==> src/rtl/text_memory_arbiter_if.sv <==
// Bus bundle between the text memory arbiter, its two requesters and the text memory.
// slave: the arbiter's view; master: the environment (fetch, debug, memory).
interface text_memory_arbiter_if #(
    parameter int unsigned TEXT_BITS = 12
);
    // Fetch port
    logic                 f_req;
    logic [31:0]          f_address;
    logic                 f_gnt;
    logic                 f_rvalid;
    logic [31:0]          f_rdata;
    // Debug / loader port
    logic                 d_req;
    logic                 d_we;
    logic [31:0]          d_address;
    logic [31:0]          d_wdata;
    logic [3:0]           d_be;
    logic                 d_gnt;
    logic                 d_rvalid;
    logic [31:0]          d_rdata;
    logic                 d_err;
    // Text memory side
    logic [TEXT_BITS-3:0] mem_address;
    logic                 mem_wren;
    logic [3:0]           mem_byteena;
    logic [31:0]          mem_wdata;
    logic [31:0]          mem_q;

    modport slave (
        input  f_req, f_address,
        input  d_req, d_we, d_address, d_wdata, d_be,
        input  mem_q,
        output f_gnt, f_rvalid, f_rdata,
        output d_gnt, d_rvalid, d_rdata, d_err,
        output mem_address, mem_wren, mem_byteena, mem_wdata
    );

    modport master (
        output f_req, f_address,
        output d_req, d_we, d_address, d_wdata, d_be,
        output mem_q,
        input  f_gnt, f_rvalid, f_rdata,
        input  d_gnt, d_rvalid, d_rdata, d_err,
        input  mem_address, mem_wren, mem_byteena, mem_wdata
    );
endinterface

==> src/rtl/text_memory_arbiter.sv <==
// Shares the single-port text memory between instruction fetch (priority) and the
// debug/loader port, with an anti-starvation counter that forces a debug grant.
// Responses come back one cycle after the grant, routed by a registered owner tag.
// Optional macro TEXT_ARB_RANGE_CHECK_EN: out-of-range accesses are granted but
// return 0, suppress the memory write and flag d_err on the debug port.
module text_memory_arbiter #(
    parameter int unsigned TEXT_BITS    = 12,
    parameter logic [31:0] TEXT_BEGIN   = 32'h0000_0000,
    parameter logic [31:0] TEXT_END     = 32'h0000_0FFF,
    parameter int unsigned STARVE_LIMIT = 4
) (
    input  logic clock,
    input  logic reset_n,
    text_memory_arbiter_if.slave bus
);

    localparam int unsigned CNT_W = 4;
    localparam logic [CNT_W-1:0] LIMIT = CNT_W'(STARVE_LIMIT);

    localparam logic OWN_F = 1'b0;
    localparam logic OWN_D = 1'b1;

    typedef struct packed {
        logic valid;
        logic owner;
        logic we;
        logic err;
    } owner_t;

    logic [CNT_W-1:0] starve_cnt;
    owner_t           owner_q;
    logic             f_gnt_c;
    logic             d_gnt_c;
    logic             in_range_c;
    logic             err_c;
    logic [31:0]      resp_data_c;

    // Fixed priority to fetch unless debug has waited STARVE_LIMIT cycles
    always_comb begin
        f_gnt_c = 1'b0;
        d_gnt_c = 1'b0;
        if ((starve_cnt == LIMIT) && bus.d_req) begin
            d_gnt_c = 1'b1;
        end else if (bus.f_req) begin
            f_gnt_c = 1'b1;
        end else if (bus.d_req) begin
            d_gnt_c = 1'b1;
        end
    end

`ifdef TEXT_ARB_RANGE_CHECK_EN
    logic [31:0] sel_address;
    logic        below_begin;
    logic        above_end;
    logic [31:0] below_rem_unused;
    logic [31:0] above_rem_unused;

    assign sel_address = d_gnt_c ? bus.d_address : bus.f_address;
    // Borrow out of a 33-bit subtract gives the unsigned compare without constant-compare hazards
    assign {below_begin, below_rem_unused} = {1'b0, sel_address} - {1'b0, TEXT_BEGIN};
    assign {above_end, above_rem_unused}   = {1'b0, TEXT_END} - {1'b0, sel_address};
    assign in_range_c = ~below_begin & ~above_end;
`else
    // Without the range check the upper address bits are simply dropped (wraps)
    assign in_range_c = 1'b1;
`endif

    assign err_c = (f_gnt_c | d_gnt_c) & ~in_range_c;

    // Memory drive: granted address, fetch address when idle
    always_comb begin
        bus.mem_address = bus.f_address[TEXT_BITS-1:2];
        bus.mem_byteena = 4'hF;
        if (d_gnt_c) begin
            bus.mem_address = bus.d_address[TEXT_BITS-1:2];
            bus.mem_byteena = bus.d_be;
        end
        bus.mem_wren  = d_gnt_c & bus.d_we & in_range_c;
        bus.mem_wdata = bus.d_wdata;
        bus.f_gnt     = f_gnt_c;
        bus.d_gnt     = d_gnt_c;
    end

    // Anti-starvation counter: counts denied debug cycles, saturates at the limit
    always_ff @(posedge clock or negedge reset_n) begin
        if (!reset_n) begin
            starve_cnt <= '0;
        end else if (!bus.d_req || d_gnt_c) begin
            starve_cnt <= '0;
        end else if (starve_cnt != LIMIT) begin
            starve_cnt <= starve_cnt + CNT_W'(1);
        end
    end

    // Owner tag for the response that the memory returns next cycle
    always_ff @(posedge clock or negedge reset_n) begin
        if (!reset_n) begin
            owner_q <= '{valid: 1'b0, owner: OWN_F, we: 1'b0, err: 1'b0};
        end else begin
            owner_q <= '{valid: f_gnt_c | d_gnt_c,
                         owner: d_gnt_c ? OWN_D : OWN_F,
                         we:    d_gnt_c & bus.d_we,
                         err:   err_c};
        end
    end

    // Response routing: one rvalid per grant, unselected data forced to 0
    always_comb begin
        resp_data_c  = owner_q.err ? 32'h0 : bus.mem_q;
        bus.f_rvalid = owner_q.valid & (owner_q.owner == OWN_F);
        bus.d_rvalid = owner_q.valid & (owner_q.owner == OWN_D);
        bus.f_rdata  = 32'h0;
        bus.d_rdata  = 32'h0;
        bus.d_err    = bus.d_rvalid & owner_q.err;
        if (bus.f_rvalid) begin
            bus.f_rdata = resp_data_c;
        end
        if (bus.d_rvalid && !owner_q.we) begin
            bus.d_rdata = resp_data_c;
        end
    end

endmodule

==> src/flat_wrapper.sv <==
// flat-port wrapper written by rule: the top's interface ports become plain ports
module text_memory_arbiter_flat 
#(
    parameter int unsigned TEXT_BITS    = 12,
    parameter logic [31:0] TEXT_BEGIN   = 32'h0000_0000,
    parameter logic [31:0] TEXT_END     = 32'h0000_0FFF,
    parameter int unsigned STARVE_LIMIT = 4
)
  (clock, reset_n, bus_f_req, bus_f_address, bus_d_req, bus_d_we, bus_d_address, bus_d_wdata, bus_d_be, bus_mem_q, bus_f_gnt, bus_f_rvalid, bus_f_rdata, bus_d_gnt, bus_d_rvalid, bus_d_rdata, bus_d_err, bus_mem_address, bus_mem_wren, bus_mem_byteena, bus_mem_wdata);
  text_memory_arbiter_if #(.TEXT_BITS(TEXT_BITS)) bus_i ();
  input  logic clock;
  input  logic reset_n;
  input wire logic [$bits(bus_i.f_req)-1:0] bus_f_req;
  input wire logic [$bits(bus_i.f_address)-1:0] bus_f_address;
  input wire logic [$bits(bus_i.d_req)-1:0] bus_d_req;
  input wire logic [$bits(bus_i.d_we)-1:0] bus_d_we;
  input wire logic [$bits(bus_i.d_address)-1:0] bus_d_address;
  input wire logic [$bits(bus_i.d_wdata)-1:0] bus_d_wdata;
  input wire logic [$bits(bus_i.d_be)-1:0] bus_d_be;
  input wire logic [$bits(bus_i.mem_q)-1:0] bus_mem_q;
  output wire logic [$bits(bus_i.f_gnt)-1:0] bus_f_gnt;
  output wire logic [$bits(bus_i.f_rvalid)-1:0] bus_f_rvalid;
  output wire logic [$bits(bus_i.f_rdata)-1:0] bus_f_rdata;
  output wire logic [$bits(bus_i.d_gnt)-1:0] bus_d_gnt;
  output wire logic [$bits(bus_i.d_rvalid)-1:0] bus_d_rvalid;
  output wire logic [$bits(bus_i.d_rdata)-1:0] bus_d_rdata;
  output wire logic [$bits(bus_i.d_err)-1:0] bus_d_err;
  output wire logic [$bits(bus_i.mem_address)-1:0] bus_mem_address;
  output wire logic [$bits(bus_i.mem_wren)-1:0] bus_mem_wren;
  output wire logic [$bits(bus_i.mem_byteena)-1:0] bus_mem_byteena;
  output wire logic [$bits(bus_i.mem_wdata)-1:0] bus_mem_wdata;
  assign bus_i.f_req = bus_f_req;
  assign bus_i.f_address = bus_f_address;
  assign bus_i.d_req = bus_d_req;
  assign bus_i.d_we = bus_d_we;
  assign bus_i.d_address = bus_d_address;
  assign bus_i.d_wdata = bus_d_wdata;
  assign bus_i.d_be = bus_d_be;
  assign bus_i.mem_q = bus_mem_q;
  assign bus_f_gnt = bus_i.f_gnt;
  assign bus_f_rvalid = bus_i.f_rvalid;
  assign bus_f_rdata = bus_i.f_rdata;
  assign bus_d_gnt = bus_i.d_gnt;
  assign bus_d_rvalid = bus_i.d_rvalid;
  assign bus_d_rdata = bus_i.d_rdata;
  assign bus_d_err = bus_i.d_err;
  assign bus_mem_address = bus_i.mem_address;
  assign bus_mem_wren = bus_i.mem_wren;
  assign bus_mem_byteena = bus_i.mem_byteena;
  assign bus_mem_wdata = bus_i.mem_wdata;
  text_memory_arbiter #(.TEXT_BITS(TEXT_BITS), .TEXT_BEGIN(TEXT_BEGIN), .TEXT_END(TEXT_END), .STARVE_LIMIT(STARVE_LIMIT)) u_core (.clock(clock), .reset_n(reset_n), .bus(bus_i));
endmodule
==> config.mk <==
export PLATFORM = sky130hd
export DESIGN_NAME = text_memory_arbiter_flat
export DESIGN_NICKNAME = d
export VERILOG_FILES = /design/src/rtl/text_memory_arbiter_if.sv /design/src/rtl/text_memory_arbiter.sv /design/src/flat_wrapper.sv
export SDC_FILE = /design/constraint.sdc
export NUM_CORES = 1
export LEC_CHECK = 0
export CORE_AREA = 2 2 98 100
export CTS_BUF_LIST = sky130_fd_sc_hd__clkbuf_8
export DETAILED_ROUTE_END_ITERATION = 7
export DIE_AREA = 0 0 100 102
export GPL_TIMING_DRIVEN = 0
export PLACE_DENSITY = 0.61
export SLEW_MARGIN = 20
export SYNTH_ARGS = -nofsm -noshare
export SYNTH_HDL_FRONTEND = slang
export SYNTH_SLANG_ARGS = --single-unit
==> constraint.sdc <==
create_clock -name clock -period 2.9 [get_ports clock]
set_clock_uncertainty 0.05 [all_clocks]
set_input_delay 0.435 -clock clock [delete_from_list [all_inputs] [get_ports clock]]
set_output_delay 0.435 -clock clock [all_outputs]
set_load 0.03 [all_outputs]
==> flow_summary.json <==
{
  "crit_required_ns": 2.41,
  "ir_drop_v": 0.000167,
  "final_cell_mix": "clkdlybuf4s50_1, and2_1, buf_4",
  "die_h_um": 102,
  "crit_type": "flop to primary output",
  "cp_top_family": "buffers and inverters",
  "hold_viol_final": 0,
  "slowest_delay_ns": 0.60,
  "leakage_nw": 1.32,
  "dieArea_um2": 10200,
  "path_max_fanout": 7,
  "clkLatencyLatePin_ns": 0.22,
  "cts_buffer_depth": 2,
  "fin_crit_ns": 2.71,
  "initialDrtViolationCount": 8,
  "hold_path_class": "primary input to asynchronous set/reset pin",
  "wl_um": 5080,
  "cp-start-kind": "flop",
  "mostFrequentLayoutCell": "clkdlybuf4s50_1",
  "finalCritPeriodShare_pct": 93.6,
  "rows": 35,
  "hold_ws_ns": 0.426,
  "crit_path_end_kind": "primary output",
  "tns_ns": 0,
  "nNetsFinal": 467,
  "path_cells": "inv_1, ha_1, nand3b_4, a21oi_4, mux2_2, clkdlybuf4s50_1",
  "io_pins": 253,
  "setup_viol_count_final": 0,
  "n_fill_cell": 966,
  "synth_cell_types": 20,
  "grt_pass1_wl_um": 6920,
  "r2r-end": "u_core.owner_q[1]$_DFF_PN0_",
  "cts_tree": "done",
  "antenna_found_initial": 0,
  "clk_pin_slew_ns": 0.04,
  "start_util_pct": 12.9,
  "crit_cells": 6,
  "grtUsageTotal_pct": 8.36,
  "rsz0062_at_grt": "false",
  "preCtsSetupSlack_ns": 0.0262,
  "r2r_start": "u_core.starve_cnt[0]$_DFFE_PN0P_",
  "ant_nets": 0,
  "synth_area_leaders": "and2_1, buf_4, dfrtp_1, mux2_2, mux2_4",
  "postPlaceCellArea_um2": 3060,
  "synth_warnings": 0,
  "antennaDiodeCount": 0,
  "netlist_area_um2": 1170,
  "cts.htree.levels": 1,
  "vias": 1590,
  "grt_start_max_net_pins": 12,
  "via_per_inst": 3.63,
  "fmax_mhz": 368,
  "power_density_nw_per_um2": 252,
  "remaining_drc_errors": 0,
  "syn_inst": 148,
  "synthToLayoutAreaGrowth_pct": 167,
  "clock_sinks": 7,
  "synth.avg_cell_area_um2": 7.91,
  "ys_ff_latch": 7,
  "gp_congestion": 0.709,
  "slew_violations": 0,
  "dr.pass1.iters": 4,
  "fin_util_pct": 34.3,
  "cap_violations": 0,
  "die_x_um": 100,
  "numPortBuffers": 175,
  "grt_pass1_vias": 1499,
  "grt_overflow_total": 0,
  "critPathSlowestCell": "clkdlybuf4s50_1",
  "synth_seq_area_share_pct": 15.0,
  "cts_buffers": 3,
  "critPathArrivalTime_ns": 2.23,
  "r2r_slack_ns": 1.36,
  "synth.largest_area_cell": "and2_1",
  "rr_worst_depth": 6,
  "crit_start": "u_core.starve_cnt[0]$_DFFE_PN0P_",
  "core_area_um2": 9110,
  "fin_area_um2": 3120,
  "fin_ws_ns": 0.185,
  "synthesis.nets": 287,
  "layout-drive-gt1-share_pct": 15.9,
  "wire_per_inst_um": 11.6,
  "status": "finished, final reports clean",
  "hpwl_um": 4520,
  "root_buffer": "clkbuf_8",
  "cp_num_buf_inv": 2,
  "postCtsSetupRepairBufs": 0,
  "synth_top_area_share_pct": 35.3
}
==> layer usage <==
metal / up-vias / GRT usage [%] / wire (um)
met5: - / 0 / 0
met4: 0 / 1.69 / 0
met3: 0 / 3.63 / 729
met2: 122 / 15.2 / 2620
met1: 692 / 9.10 / 1730
li1: 776 / - / -
==> cell families after synthesis <==
logic type,synth area share (%)
AO/OA/AOI/OAI,2.03
XOR/XNOR,1.50
other,0.320
AND/OR/NAND/NOR,42.8
adder cells (fa/ha/maj),2.14
buffers and inverters,25.3
multiplexers,10.9
flip-flops,15.0
==> how the worst max path moves through the flow <==
stage / end / slack, ns
finish: bus_mem_address[4] / 0.19
floorplan: bus_mem_address[5] / 0.88
detailed placement: bus_mem_address[6] / 0.03
CTS: bus_mem_address[6] / 0.003
global placement: bus_mem_wren / 0.06
global route: bus_d_rdata[1] / 0.002
==> synth_stat cells <==
cell type / n
a21oi_4: 1
and2_1: 66
buf_4: 33
buf_6: 1
clkbuf_1: 6
conb_1: 1
dfrtp_1: 7
ha_1: 2
inv_1: 4
mux2_2: 6
mux2_4: 4
nand2b_1: 4
nand3_1: 2
nand3b_4: 1
nor2_1: 4
nor2b_1: 2
o21a_1: 1
or2_2: 1
xnor2_1: 1
xor2_1: 1
==> through the flow <==
stage / total power [mW] / std cells
after floorplan: 0.396 / 148
after global placement: 0.662 / 434
after detailed placement: 0.664 / 434
after CTS: 0.800 / 438
after global routing: 0.832 / 438
final: 0.788 / 438
==> registers in the layout (all words and copies together) (netlist names) <==
register / count
u_core.starve_cnt: 4
u_core.owner_q: 3
==> repair_timing <==
item | in CTS | in global routing
hold buffers | 0 | 0
endpoints found under the setup margin | 10 | 6
gates resized for setup | 1 | 6
endpoints found under the hold margin | 0 | 0
==> power by group <==
part | switching (mW) | internal [mW]
sequential | 0.00215 | 0.101
clock | 0.0396 | 0.0912
combinational | 0.272 | 0.281
total | 0.314 | 0.474
==> layout make-up <==
cell class,instances,area (um2),share of cell area [%]
repair buffers,175,1760,56.5
multi-input cells,97,704,22.5
plain buffers,40,282,9.01
flip-flops and latches,7,175,5.61
well taps,111,139,4.45
clock buffers,3,41.3,1.32
inverters,4,15.0,0.481
clock inverters,1,3.75,0.120
No activity file was read; power rests on OpenSTA's default activity.
